[src/rtl/fetch_align_buffer.sv]
// ---------------------------------------------------------------------------
// fetch_align_buffer
//
// Instruction fetch buffer sitting between the fetch port and decode. Fetch
// beats of FETCH_HW 16-bit parcels are stored, each parcel with its own PC,
// in a circular queue. Decode sees up to ISSUE realigned instructions per
// cycle, mixing 16-bit (RVC) and 32-bit encodings. A 32-bit instruction may
// straddle two fetch beats and/or the physical wrap point of the queue.
//
// Parameters
//   DEPTH     queue entries (16-bit parcels); power of 2, >= 2*FETCH_HW
//   FETCH_HW  parcels per fetch beat
//   ISSUE     output slots per cycle (1 or 2)
//
// Ports
//   i_clock        rising-edge clock
//   i_reset        synchronous, active-high reset
//   i_clear        flush on redirect; wins over push and pop
//   i_clear_skip   with i_clear: drop parcel 0 of the next accepted beat
//   i_in_valid     fetch beat valid
//   i_in_pc        PC of parcel 0 of the beat (parcel k at i_in_pc + 2k)
//   i_in_data      beat data, parcel 0 in the LSBs
//   o_in_ready     beat accepted when i_in_valid & o_in_ready
//   o_out_valid    per-slot: slot holds a complete instruction
//   o_out_pc       per-slot PC, 32 bits each (0 when slot invalid)
//   o_out_instr    per-slot instruction, RVC zero-extended (0 when invalid)
//   o_out_comp     per-slot: instruction is 16-bit
//   i_out_ready    consumer takes every valid slot this cycle
//   o_count        parcels currently held
// ---------------------------------------------------------------------------
module fetch_align_buffer #(
    parameter int DEPTH    = 16,
    parameter int FETCH_HW = 2,
    parameter int ISSUE    = 2
) (
    input  logic                      i_clock,
    input  logic                      i_reset,
    input  logic                      i_clear,
    input  logic                      i_clear_skip,
    input  logic                      i_in_valid,
    input  logic [31:0]               i_in_pc,
    input  logic [16*FETCH_HW-1:0]    i_in_data,
    output logic                      o_in_ready,
    output logic [ISSUE-1:0]          o_out_valid,
    output logic [32*ISSUE-1:0]       o_out_pc,
    output logic [32*ISSUE-1:0]       o_out_instr,
    output logic [ISSUE-1:0]          o_out_comp,
    input  logic                      i_out_ready,
    output logic [$clog2(DEPTH):0]    o_count
);

    localparam int AW = $clog2(DEPTH);
    localparam int CW = AW + 1;

    // Parcel storage; each entry carries its own PC so that a skipped
    // parcel 0 or a redirect never needs PC arithmetic on the read side.
    logic [31:0]   r_mem_pc     [DEPTH];
    logic [15:0]   r_mem_parcel [DEPTH];

    logic [AW-1:0] r_wptr;
    logic [AW-1:0] r_rptr;
    logic [CW-1:0] r_count;
    logic          r_skip;

    logic [CW-1:0] w_free;
    logic          w_push;
    logic [CW-1:0] w_push_n;
    logic          w_pop;
    logic [CW-1:0] w_pop_n;
    logic [CW-1:0] w_used;
    logic [ISSUE-1:0] w_slot_valid;

    // ------------------------------------------------------------------
    // Input side
    // ------------------------------------------------------------------
    assign w_free     = CW'(DEPTH) - r_count;
    assign o_in_ready = !i_reset && !i_clear && (w_free >= CW'(FETCH_HW));
    assign w_push     = i_in_valid && o_in_ready;

    // A pending skip drops parcel 0, so one fewer parcel enters the queue.
    always_comb begin
        w_push_n = '0;
        if (w_push) begin
            w_push_n = r_skip ? CW'(FETCH_HW - 1) : CW'(FETCH_HW);
        end
    end

    // Storage is never reset; r_count alone decides which entries are live.
    // With skip pending, parcel k lands at wptr+k-1 so the beat stays packed.
    always_ff @(posedge i_clock) begin
        if (w_push) begin
            for (int k = 0; k < FETCH_HW; k++) begin
                if (!(r_skip && (k == 0))) begin
                    r_mem_parcel[r_wptr + AW'(k) - AW'(r_skip)] <= i_in_data[16*k +: 16];
                    r_mem_pc[r_wptr + AW'(k) - AW'(r_skip)]     <= i_in_pc + 32'(2*k);
                end
            end
        end
    end

    // ------------------------------------------------------------------
    // Decode / realignment
    //
    // Slots are walked in order from rptr. A slot is valid only if every
    // earlier slot is valid and enough parcels are held to cover it, so a
    // lone lower half of a 32-bit instruction stays invisible until its
    // upper half arrives. w_used ends up as the parcel total of all valid
    // slots, which is exactly what a pop retires.
    // ------------------------------------------------------------------
    always_comb begin
        logic [AW-1:0] w_ptr;
        logic [CW-1:0] w_len;
        logic [CW-1:0] w_need;
        logic [15:0]   w_lo;
        logic [15:0]   w_hi;
        logic          w_c;
        logic          w_ok;

        w_ptr        = r_rptr;
        w_len        = '0;
        w_need       = '0;
        w_lo         = '0;
        w_hi         = '0;
        w_c          = 1'b0;
        w_ok         = !i_reset;
        w_used       = '0;
        w_slot_valid = '0;
        o_out_comp   = '0;
        o_out_pc     = '0;
        o_out_instr  = '0;

        for (int s = 0; s < ISSUE; s++) begin
            w_lo   = r_mem_parcel[w_ptr];
            w_hi   = r_mem_parcel[w_ptr + AW'(1)];
            w_c    = (w_lo[1:0] != 2'b11);
            w_len  = w_c ? CW'(1) : CW'(2);
            w_need = w_used + w_len;
            w_ok   = w_ok && (r_count >= w_need);
            if (w_ok) begin
                w_slot_valid[s]        = 1'b1;
                o_out_comp[s]          = w_c;
                o_out_pc[32*s +: 32]   = r_mem_pc[w_ptr];
                o_out_instr[32*s +: 32] = w_c ? {16'h0000, w_lo} : {w_hi, w_lo};
                w_used                 = w_need;
            end
            w_ptr = w_ptr + w_len[AW-1:0];
        end
    end

    assign o_out_valid = w_slot_valid;

    // ------------------------------------------------------------------
    // Output side: a clear cycle still shows the old slots but consumes
    // nothing.
    // ------------------------------------------------------------------
    assign w_pop   = i_out_ready && w_slot_valid[0] && !i_clear;
    assign w_pop_n = w_pop ? w_used : '0;

    // ------------------------------------------------------------------
    // Pointer / occupancy state
    // ------------------------------------------------------------------
    always_ff @(posedge i_clock) begin
        if (i_reset) begin
            r_wptr  <= '0;
            r_rptr  <= '0;
            r_count <= '0;
            r_skip  <= 1'b0;
        end else if (i_clear) begin
            r_wptr  <= '0;
            r_rptr  <= '0;
            r_count <= '0;
            r_skip  <= i_clear_skip;
        end else begin
            r_wptr  <= r_wptr + w_push_n[AW-1:0];
            r_rptr  <= r_rptr + w_pop_n[AW-1:0];
            r_count <= r_count + w_push_n - w_pop_n;
            if (w_push) begin
                r_skip <= 1'b0;
            end
        end
    end

    assign o_count = r_count;

endmodule
[config.mk]
export PLATFORM = sky130hd
export DESIGN_NAME = fetch_align_buffer
export DESIGN_NICKNAME = d
export VERILOG_FILES = /design/src/rtl/fetch_align_buffer.sv
export SDC_FILE = /design/constraint.sdc
export NUM_CORES = 2
export LEC_CHECK = 0
export BUFFER_PORTS_ARGS = -buffer_cell sky130_fd_sc_hd__buf_2
export CAP_MARGIN = 10
export CORE_ASPECT_RATIO = 1.2
export CORE_UTILIZATION = 25
export DETAILED_ROUTE_END_ITERATION = 10
export GPL_TIMING_DRIVEN = 0
export PLACE_DENSITY_LB_ADDON = 0.12
export SLEW_MARGIN = 25
export SYNTH_ARGS = -nofsm -noshare
export SYNTH_HDL_FRONTEND = slang
export SYNTH_SLANG_ARGS = --single-unit
[constraint.sdc]
create_clock -name i_clock -period 16.3 [get_ports i_clock]
set_input_delay 0.815 -clock i_clock [delete_from_list [all_inputs] [get_ports i_clock]]
set_output_delay 0.815 -clock i_clock [all_outputs]
set_load 0.005 [all_outputs]
==> results.toml <==
[outcome]
status = "finished, final reports clean"

[timing]
tns_ns = 0
finClkSkew_ns = 0.0544
setup_viol = 0
rsz0062_at_grt = "false"
worst_pin_slew_ns = 1.24
final-hold-violation-count = 0
period_needed_ns = 11.68
relSlewSlack = 0.174
report.final.slew_viol_count = 0
clock.fmax_mhz = 85.6
timing.final.crit_share = 0.717

[synth]
synthCells = 4610
synth_area_um2 = 52400
yosysUniqueCellTypes = 66
ys.flop_type = "edfxtp_1"
synth_seq_area_share = 0.445
synth.ff_latch_count = 782
ys.warnings.count = 0
synth_edf_count = 768
syn_nets = 4716
synth_area_per_cell_um2 = 11.4
async_flop_share = 0

[placed_design]
gp_congestion = 0.905
io_buffers = 151
dpl.hpwl_mm = 212

[floorplan]
die_h_um = 504
dieWidth_um = 420
dieArea_um2 = 212000
core_area_um2 = 208000
fp-row-count = 183
pin_count = 208
start_util = 0.252

[setup_path]
timing.critical_path.buf_inv = 10
critical_path_class = "register to output pin"
critPathCaptureType = "output pin"
crit_path_max_fanout = 10
cp.required_ns = 15.49
max_stage_delay_ns = 0.90
cp_data_arrival_time_ns = 10.87
crit_slowest_cell = "clkbuf_1"
cp_top_family = "buffers and inverters"
worstSetupStartpointType = "register"

[detailed_routing]
antenna_left = 0
routedWlPerCell_um = 38.0
drc_errors = 0
vias = 43500
viasPerCell = 5.56
dr.pass1.iters = 5
wirelength_mm = 297
first_iter_violations = 5783

[finish]
final_cell_mix = "nand2_1 (1245), edfxtp_1 (768), mux4_2 (393), xnor2_1 (359), buf_2 (305)"
seq_area_um2 = 23300
fillCellCount = 21500
mostFrequentLayoutCell = "nand2_1"
post-route-util = 0.302
syn_to_final_growth_pct = 19.9
drive_gt1_frac = 0.224
multi_input_area_um2 = 27100
nNetsFinal = 5067

[global_routing]
grt_pass1_vias = 42400
grt.total_usage = 0.275
grt_use_met3 = 0.0544
gr-usage-met2 = 0.438
grt_first_pass_wirelength_mm = 390
antenna_found_initial = 19
overflow = 0
grt_use_met1 = 0.347
grt_max_degree = 17
busiest_layer = "met2"

[clocking]
cts_inserted_buffers = 100
clk_pin_slew_ns = 0.07
clockBufferDepth = 3
cts-root-buf = "clkbuf_16"
cts_tree = "yes"
htreeDepth = 3
clock_latency_ns = 0.79
postCtsHoldBufs = 0
post_cts_buffers = 0
numClockSinks = 782
cts-resized-gates = 0

[power_and_ir_drop]
switching_share = 0.342
clock_power_share = 0.369
pwr-share-comb = 0.269
power.share.sequential = 0.362
power_density_nw_per_um2 = 99.6
intPower_w = 0.00412
p_leak_nw = 21.6
p_sw_w = 0.00214
peakVddDrop_uv = 86.0

[worst_hold_path]
hp-class = "input port to register"

[run]
drv_cap = 0
-- layout make-up --
cell class	instances	share of cell area
Multi-Input combinational cell	3309	0.431
Timing Repair Buffer	249	0.0519
Buffer	488	0.0363
Clock inverter	63	0.00930
Clock buffer	123	0.0425
Sequential cell	782	0.371
Antenna cell	6	0.000239
Inverter	31	0.00185
Tap cell	2775	0.0552
-- power groups by stage --
stage	Clock (W)	Combinational (W)	Sequential (W)
floorplan	0	0.000864	0.00230
global placement	0	0.00159	0.00232
detailed placement	0	0.00166	0.00231
CTS	0.00233	0.00166	0.00227
global route	0.00239	0.00173	0.00227
finish	0.00231	0.00168	0.00227
-- cell usage after synthesis (all sizes together), types with 9 or more instances --
| library cell | instances | share of area |
|---|---|---|
| a21boi | 16 | 0.0034 |
| nand3 | 51 | 0.0052 |
| ha | 30 | 0.0072 |
| nor2b | 56 | 0.0067 |
| a21oi | 10 | 0.00095 |
| and2 | 9 | 0.0011 |
| clkbuf | 248 | 0.018 |
| a211oi | 157 | 0.023 |
| o21ai | 57 | 0.0054 |
| a22oi | 34 | 0.0049 |
| nand2 | 1246 | 0.089 |
| and3 | 28 | 0.0033 |
| mux2i | 291 | 0.056 |
| o221ai | 88 | 0.015 |
| o22ai | 46 | 0.0055 |
| nand4 | 9 | 0.0011 |
| nor3 | 66 | 0.0067 |
| xnor2 | 361 | 0.060 |
| o211ai | 33 | 0.0047 |
| edfxtp | 768 | 0.44 |
| xor2 | 121 | 0.020 |
| mux4 | 393 | 0.17 |
| dfxtp | 14 | 0.0053 |
| buf | 240 | 0.023 |
| nor2 | 134 | 0.0096 |
| nand3b | 16 | 0.0023 |
| inv | 30 | 0.0021 |
-- state kept, by name, indices dropped and copies added (netlist names) --
name,flops
r_mem_pc,512
r_mem_parcel,256
o_count,5
r_rptr,4
r_wptr,4
r_skip,1
-- routing by layer --
metal  up-vias  routed length (um)
met5         -                  48
met4         8               18400
met3       695               23800
met2      2657              137000
met1     22500              118000
li1      17600                   -
-- logic make-up (layout without fill, tap and decap cells) --
| group | after synthesis | after routing | synth area share |
|---|---|---|---|
| AOI/OAI and AO/OA | 458 | 458 | 0.0648 |
| xor gates and xnor gates | 485 | 485 | 0.0821 |
| adders and majority gates | 36 | 36 | 0.00945 |
| buffers and inverters | 519 | 954 | 0.0434 |
| DFF | 782 | 782 | 0.445 |
| muxes | 684 | 684 | 0.224 |
| other | 0 | 6 | 0 |
| and+or+nand+nor | 1646 | 1646 | 0.131 |
-- tightest hold or removal path: cells and delay by family --
kind / cells / cell delay [ns]
and+or+nand+nor: 1 / 0.08
AOI/OAI and AO/OA: 1 / 0.06
buffers and inverters: 1 / 0.10
-- per-stage QoR --
step           hold slack [ns]  total power (W)  cell area, um^2  setup WS [ns]  std cells
2_1_floorplan            0.571          0.00316            52400           9.43       4610
3_3_place_gp             0.602          0.00392            56700           1.53       7536
3_5_place_dp             0.613          0.00397            59600           5.76       7634
4_1_cts                  0.326          0.00627            62800           4.90       7820
5_1_grt                  0.372          0.00639            62900           4.62       7823
6_report                 0.356          0.00626            62900           4.62       7826
-- worst paths after layout --
path / depth (start not counted) / from / slack [ns] / end
hold reg to reg: 2 / r_wptr[0]$_SDFF_PP0_ / 0.63 / r_wptr[0]$_SDFF_PP0_
setup reg to reg: 30 / r_rptr[0]$_SDFF_PP0_ / 5.62 / o_count[4]$_SDFF_PP0_
setup / recovery: 26 / r_rptr[0]$_SDFF_PP0_ / 4.62 / o_out_pc[36]
hold / removal: 3 / i_clear_skip / 0.36 / r_skip$_SDFFE_PP0P_
Note: power is estimated with default switching activity, not from simulation.
